**src/rtl/j1_io_fabric.sv**
```systemverilog
// J1 I/O fabric: programmable page decode feeding a registered transaction FSM
// with per-slave ack or fixed-latency completion, timeout and sticky error capture.
module j1_io_fabric #(
    parameter int unsigned                   N_SLAVES     = 4,
    parameter int unsigned                   ADDR_W       = 16,
    parameter int unsigned                   DATA_W       = 16,
    parameter int unsigned                   PAGE_BITS    = 8,
    parameter logic [N_SLAVES*PAGE_BITS-1:0] SLAVE_PAGES  = {8'h70, 8'h69, 8'h68, 8'h67},
    parameter logic [N_SLAVES-1:0]           ACK_MASK     = 4'b0000,
    parameter int unsigned                   FIXED_LAT    = 1,
    parameter int unsigned                   TIMEOUT      = 64,
    parameter logic [DATA_W-1:0]             DEFAULT_DATA = 16'h0666
) (
    input  logic                          sys_clk_i,
    input  logic                          sys_rst_i,
    input  logic [ADDR_W-1:0]             m_addr,
    input  logic [DATA_W-1:0]             m_wdata,
    input  logic                          m_rd,
    input  logic                          m_wr,
    output logic [DATA_W-1:0]             m_rdata,
    output logic                          m_valid,
    output logic                          m_busy,
    output logic                          m_err,
    output logic [N_SLAVES-1:0]           s_cs,
    output logic                          s_rd,
    output logic                          s_wr,
    output logic [ADDR_W-PAGE_BITS-1:0]   s_addr,
    output logic [DATA_W-1:0]             s_wdata,
    input  logic [N_SLAVES*DATA_W-1:0]    s_rdata,
    input  logic [N_SLAVES-1:0]           s_ack,
    output logic [1:0]                    err_code,
    output logic [ADDR_W-1:0]             err_addr,
    output logic                          err_irq,
    input  logic                          err_clr
);

    localparam int unsigned OFS_W = ADDR_W - PAGE_BITS;
    localparam int unsigned IDX_W = (N_SLAVES > 1) ? $clog2(N_SLAVES) : 1;
    localparam int unsigned CNT_W = $clog2(TIMEOUT + 1);
    localparam logic [CNT_W-1:0] LAT_LAST = CNT_W'(FIXED_LAT - 1);
    localparam logic [CNT_W-1:0] TO_LAST  = CNT_W'(TIMEOUT - 1);

    typedef enum logic [2:0] {
        S_IDLE,
        S_ACCESS,
        S_WAIT,
        S_DONE,
        S_ERR
    } state_t;

    state_t             state_q, state_d;
    logic [ADDR_W-1:0]  addr_q;
    logic [DATA_W-1:0]  wdata_q;
    logic               rd_q;
    logic [IDX_W-1:0]   idx_q;
    logic [CNT_W-1:0]   cnt_q, cnt_d;

    logic               hit;
    logic [IDX_W-1:0]   hit_idx;
    logic               ack_now;
    logic [DATA_W-1:0]  sel_rdata;

    logic               latch;
    logic               err_ev;
    logic [1:0]         err_code_d;
    logic [ADDR_W-1:0]  err_addr_d;
    logic               rdata_ld;
    logic [DATA_W-1:0]  rdata_d;

    // Lowest matching index wins when pages are duplicated.
    always_comb begin
        hit     = 1'b0;
        hit_idx = '0;
        for (int unsigned i = 0; i < N_SLAVES; i++) begin
            if (!hit && m_addr[ADDR_W-1 -: PAGE_BITS] == SLAVE_PAGES[i*PAGE_BITS +: PAGE_BITS]) begin
                hit     = 1'b1;
                hit_idx = IDX_W'(i);
            end
        end
    end

    assign ack_now   = ACK_MASK[idx_q] ? s_ack[idx_q] : (cnt_q == LAT_LAST);
    assign sel_rdata = s_rdata[idx_q*DATA_W +: DATA_W];

    always_comb begin
        state_d    = state_q;
        cnt_d      = cnt_q;
        latch      = 1'b0;
        err_ev     = 1'b0;
        err_code_d = 2'b00;
        err_addr_d = addr_q;
        rdata_ld   = 1'b0;
        rdata_d    = DEFAULT_DATA;
        case (state_q)
            S_IDLE: begin
                cnt_d = '0;
                if (m_rd && m_wr) begin
                    latch      = 1'b1;
                    err_ev     = 1'b1;
                    err_code_d = 2'b11;
                    err_addr_d = m_addr;
                    rdata_ld   = 1'b1;
                    state_d    = S_ERR;
                end else if (m_rd || m_wr) begin
                    latch = 1'b1;
                    if (hit) begin
                        state_d = S_ACCESS;
                    end else begin
                        err_ev     = 1'b1;
                        err_code_d = 2'b01;
                        err_addr_d = m_addr;
                        rdata_ld   = m_rd;
                        state_d    = S_ERR;
                    end
                end
            end
            S_ACCESS: begin
                cnt_d   = '0;
                state_d = S_WAIT;
            end
            S_WAIT: begin
                cnt_d = cnt_q + CNT_W'(1);
                // Ack is tested first so an ack in the last WAIT cycle still completes.
                if (ack_now) begin
                    rdata_ld = rd_q;
                    rdata_d  = sel_rdata;
                    state_d  = S_DONE;
                end else if (cnt_q == TO_LAST) begin
                    err_ev     = 1'b1;
                    err_code_d = 2'b10;
                    rdata_ld   = rd_q;
                    state_d    = S_ERR;
                end
            end
            S_DONE:  state_d = S_IDLE;
            S_ERR:   state_d = S_IDLE;
            default: state_d = S_IDLE;
        endcase
    end

    always_ff @(posedge sys_clk_i or negedge sys_rst_i) begin
        if (!sys_rst_i) begin
            state_q  <= S_IDLE;
            cnt_q    <= '0;
            addr_q   <= '0;
            wdata_q  <= '0;
            rd_q     <= 1'b0;
            idx_q    <= '0;
            m_rdata  <= '0;
            err_code <= 2'b00;
            err_addr <= '0;
            err_irq  <= 1'b0;
        end else begin
            state_q <= state_d;
            cnt_q   <= cnt_d;
            if (latch) begin
                addr_q  <= m_addr;
                wdata_q <= m_wdata;
                rd_q    <= m_rd;
                idx_q   <= hit_idx;
            end
            if (rdata_ld) m_rdata <= rdata_d;
            if (err_ev) err_addr <= err_addr_d;
            // A clear coinciding with a new error leaves the flag and code clear.
            if (err_clr) begin
                err_irq  <= 1'b0;
                err_code <= 2'b00;
            end else if (err_ev) begin
                err_irq  <= 1'b1;
                err_code <= err_code_d;
            end
        end
    end

    always_comb begin
        s_cs = '0;
        if (state_q == S_ACCESS || state_q == S_WAIT) s_cs[idx_q] = 1'b1;
    end

    assign s_rd    = (state_q == S_ACCESS) && rd_q;
    assign s_wr    = (state_q == S_ACCESS) && !rd_q;
    assign s_addr  = addr_q[OFS_W-1:0];
    assign s_wdata = wdata_q;
    assign m_busy  = (state_q != S_IDLE);
    assign m_err   = (state_q == S_ERR);
    assign m_valid = ((state_q == S_DONE) || (state_q == S_ERR)) && rd_q;

endmodule

```
**config.mk**
```make
export PLATFORM = sky130hd
export DESIGN_NAME = j1_io_fabric
export DESIGN_NICKNAME = d
export VERILOG_FILES = /design/src/rtl/j1_io_fabric.sv
export SDC_FILE = /design/constraint.sdc
export NUM_CORES = 1
export LEC_CHECK = 0
export CAP_MARGIN = 10
export CORE_MARGIN = 5
export CORE_UTILIZATION = 35
export CTS_BUF_LIST = sky130_fd_sc_hd__clkbuf_4 sky130_fd_sc_hd__clkbuf_8 sky130_fd_sc_hd__clkbuf_16
export DETAILED_ROUTE_END_ITERATION = 10
export GPL_ROUTABILITY_DRIVEN = 0
export PLACE_DENSITY = 0.64
export REMOVE_ABC_BUFFERS = 1
export SYNTH_ARGS = -nofsm -noshare
export SYNTH_HDL_FRONTEND = slang
export SYNTH_SLANG_ARGS = --single-unit
```
**constraint.sdc**
```tcl
create_clock -name sys_clk_i -period 3.7 [get_ports sys_clk_i]
set_clock_uncertainty 0.15 [all_clocks]
set_input_delay 0.74 -clock sys_clk_i [delete_from_list [all_inputs] [get_ports sys_clk_i]]
set_output_delay 0.74 -clock sys_clk_i [all_outputs]
set_load 0.05 [all_outputs]
```
==> flow_summary.ini <==
[die]
io_pins = 173
core_region_area_um2 = 12000
rows = 40
dieArea_um2 = 14500
die_h_um = 120
die_w_um = 120
start_util_pct = 35.6

[critical_path]
cp_max_fo = 9
cpPeakStageDelay_ps = 880
worst-path-buf-inv = 1
cp-end-kind = primary output
path_cells = xnor2_1 > nor4b_1 > clkdlybuf4s50_1
crit_slowest_cell = clkdlybuf4s50_1
arrival_ps = 2250
cp.required_ps = 2810
worstSetupPathType = reg2out
cp-start-kind = register
cp_top_family = buffers and inverters

[yosys]
yosysTopAreaCell = dfrtp_1
synth_warnings = 0
syn_area_per_cell_um2 = 9.91
synthCells = 429
synth-simple-area-share_pct = 19.5
synth.area.mux_share_pct = 12.8
synth_cell_types = 53
synth.top_cell.area_share_pct = 47.1
synth_seq_cells = 80
synth-compound-area-share_pct = 13.0
synth_xor_area_share_pct = 0.824
async_flop_share_pct = 100
synthFlopType = dfrtp_1
synth_top_family_by_area = simple AND/OR/NAND/NOR gates
synth_area_um2 = 4250
synth.most_common_cell = nand2_1
yosys-top-cells-count = nand2_1 (110), dfrtp_1 (80), a21oi_1 (20)
ys_seq_area_share_pct = 47.1
synth_fa_ha_area_share_pct = 0.588
synth_area_leaders = dfrtp_1 (47%), nand2_1 (9.7%), mux4_2 (8.5%), o31ai_1 (2.8%), o211ai_1 (2.6%)
synth_edf_count = 0

[pwr]
cellPowerDensity_nw_per_um2 = 534
power.leakage_nw = 2.76
power.total_mw = 3.38
ir_worst_vdd_uv = 364

[layout]
antennaDiodeCount = 0
drive_gt1_share_pct = 10.4
area_delta_synth_final_pct = 48.7
multi_input_area_um2 = 2010
area.sequential_um2 = 2000
final_cells = 734
fillers = 1091
num-nets-final = 689

[routing]
drt_iter0_markers = 180
wl_um = 13200
wl_per_cell_um = 18.0
first_pass_iters = 4
drcViolationCount = 0
vias = 3832
ant_nets = 0
via_per_inst = 5.22

[timing]
final.min_clock_period_ps = 3140
fin_ws_ps = 558
setup_violations = 0
setup-tns-final_ps = 0
fin_crit_sh_pct = 84.9
slew_violations = 0
slew_headroom_pct = 31.3
rsz0062_at_grt = no
tightest_slew_ps = 1030
hold_viol = 0
timing.fmax_mhz = 318

[place]
port_buffers = 168
dp_cells = 718
dp.final_hpwl_um = 9410
dp_slack_ps = 600

[clock_tree]
clk_transition_reported_paths_ps = 60
cts.sinks = 80
cts_root_buf = clkbuf_16
cts_buffers = 9
htree_levels = 3
cts_setup_buffers = 0
ctsResizeCount = 0
cts_hold_buf = 0
cts_tree = done
clockBufferDepth = 2
clk-insertion-delay-late_ps = 340

[worst_hold_path]
hp-class = reg2reg

[global_route]
grt_pass1_wl_um = 21300
antenna_found_initial = 0
grtUsageTotal_pct = 18.6
first_global_vias = 4059
grt_max_degree = 81
grt_overflow = 0

[job]
drv_cap = 0

[outcome]
outcome = finished, final reports clean
-- worst reg2reg max path, delay by kind of cell (launching register included) --
kind / cells / cell delay (ps)
DFF: 1 / 520
AOI/OAI and AO/OA: 2 / 380
and+or+nand+nor: 3 / 1410
-- through the flow --
step                instance area [µm²]  hold slack, ps  util (%)
finish                             6330             324      52.9
global route                       6330             347      52.9
CTS                                6330             329      52.9
detailed placement                 6000             314      50.2
global placement                   6000             308      50.2
floorplan                          4040             294         -
-- cell families after synthesis --
logic type | Yosys count
DFF | 80
xor gates and xnor gates | 4
adders and majority gates | 2
and+or+nand+nor | 183
muxes | 32
buffers and inverters | 50
AOI/OAI and AO/OA | 78
-- per-layer routing --
metal  vias up  routed length (µm)  track usage [%]
met1      1849                5640             22.3
li1       1818                   -                -
met5         -                   0                0
met4         0                 184             6.66
met3        13                1210             6.31
met2       152                6170             31.1
-- area by class of cell --
class / count / area share [%]
Multi-Input combinational cell: 299 / 31.7
Sequential cell: 80 / 31.6
Timing Repair Buffer: 179 / 27.8
Clock buffer: 14 / 4.55
Tap cell: 147 / 2.91
Inverter: 13 / 0.771
Clock inverter: 2 / 0.554
-- power by group --
| group | internal, mW | switching (mW) |
|---|---|---|
| sequential | 1.03 | 0.104 |
| clock | 0.603 | 0.350 |
| combinational | 0.470 | 0.819 |
| total | 2.10 | 1.27 |
-- path summary, 6_finish.rpt --
check / startpoint / end / slack, ps / cells past startpoint
worst min register to register: s_wdata[2] / s_wdata[2] / 320 / 2
min in group asynchronous: sys_rst_i / m_rdata[15] / 430 / 1
worst min-delay path: s_wdata[2] / s_wdata[2] / 320 / 2
max in group asynchronous: sys_rst_i / addr_q[10] / 2310 / 1
worst max register to register: state_q[2] / err_addr[6] / 1100 / 5
worst max-delay path: state_q[0] / s_cs[2] / 560 / 3
-- state kept, by name (all words and copies together) (netlist names) --
name / count
m_rdata: 16
rd_q: 1
idx_q: 2
err_irq: 1
err_code: 2
state_q: 3
s_wdata: 16
cnt_q: 7
addr_q: 16
err_addr: 16
-- layout by cell type, fill, tap and decap left out, types with 2 or more instances in the layout --
cell             instances
buf_4                   12
o211ai_1                15
xnor2_1                  4
nand2_1                110
ha_1                     2
a22oi_1                  2
o31ai_1                 16
a22o_1                   3
mux2_2                   2
a21oi_1                 20
clkbuf_16                9
o21ai_0                  6
clkbuf_8                 4
nor2b_1                  2
o211ai_2                 2
and3_1                  13
mux2_4                   3
o2bb2ai_1                2
o21ai_4                  2
clkdlybuf4s50_1        167
a31oi_1                  3
mux2_1                   5
mux2i_1                  6
dfrtp_1                 80
nand3_1                  7
nor3_1                  18
nor2_1                  18
inv_1                   13
mux4_2                  16
(Power assumes the default switching activity.)
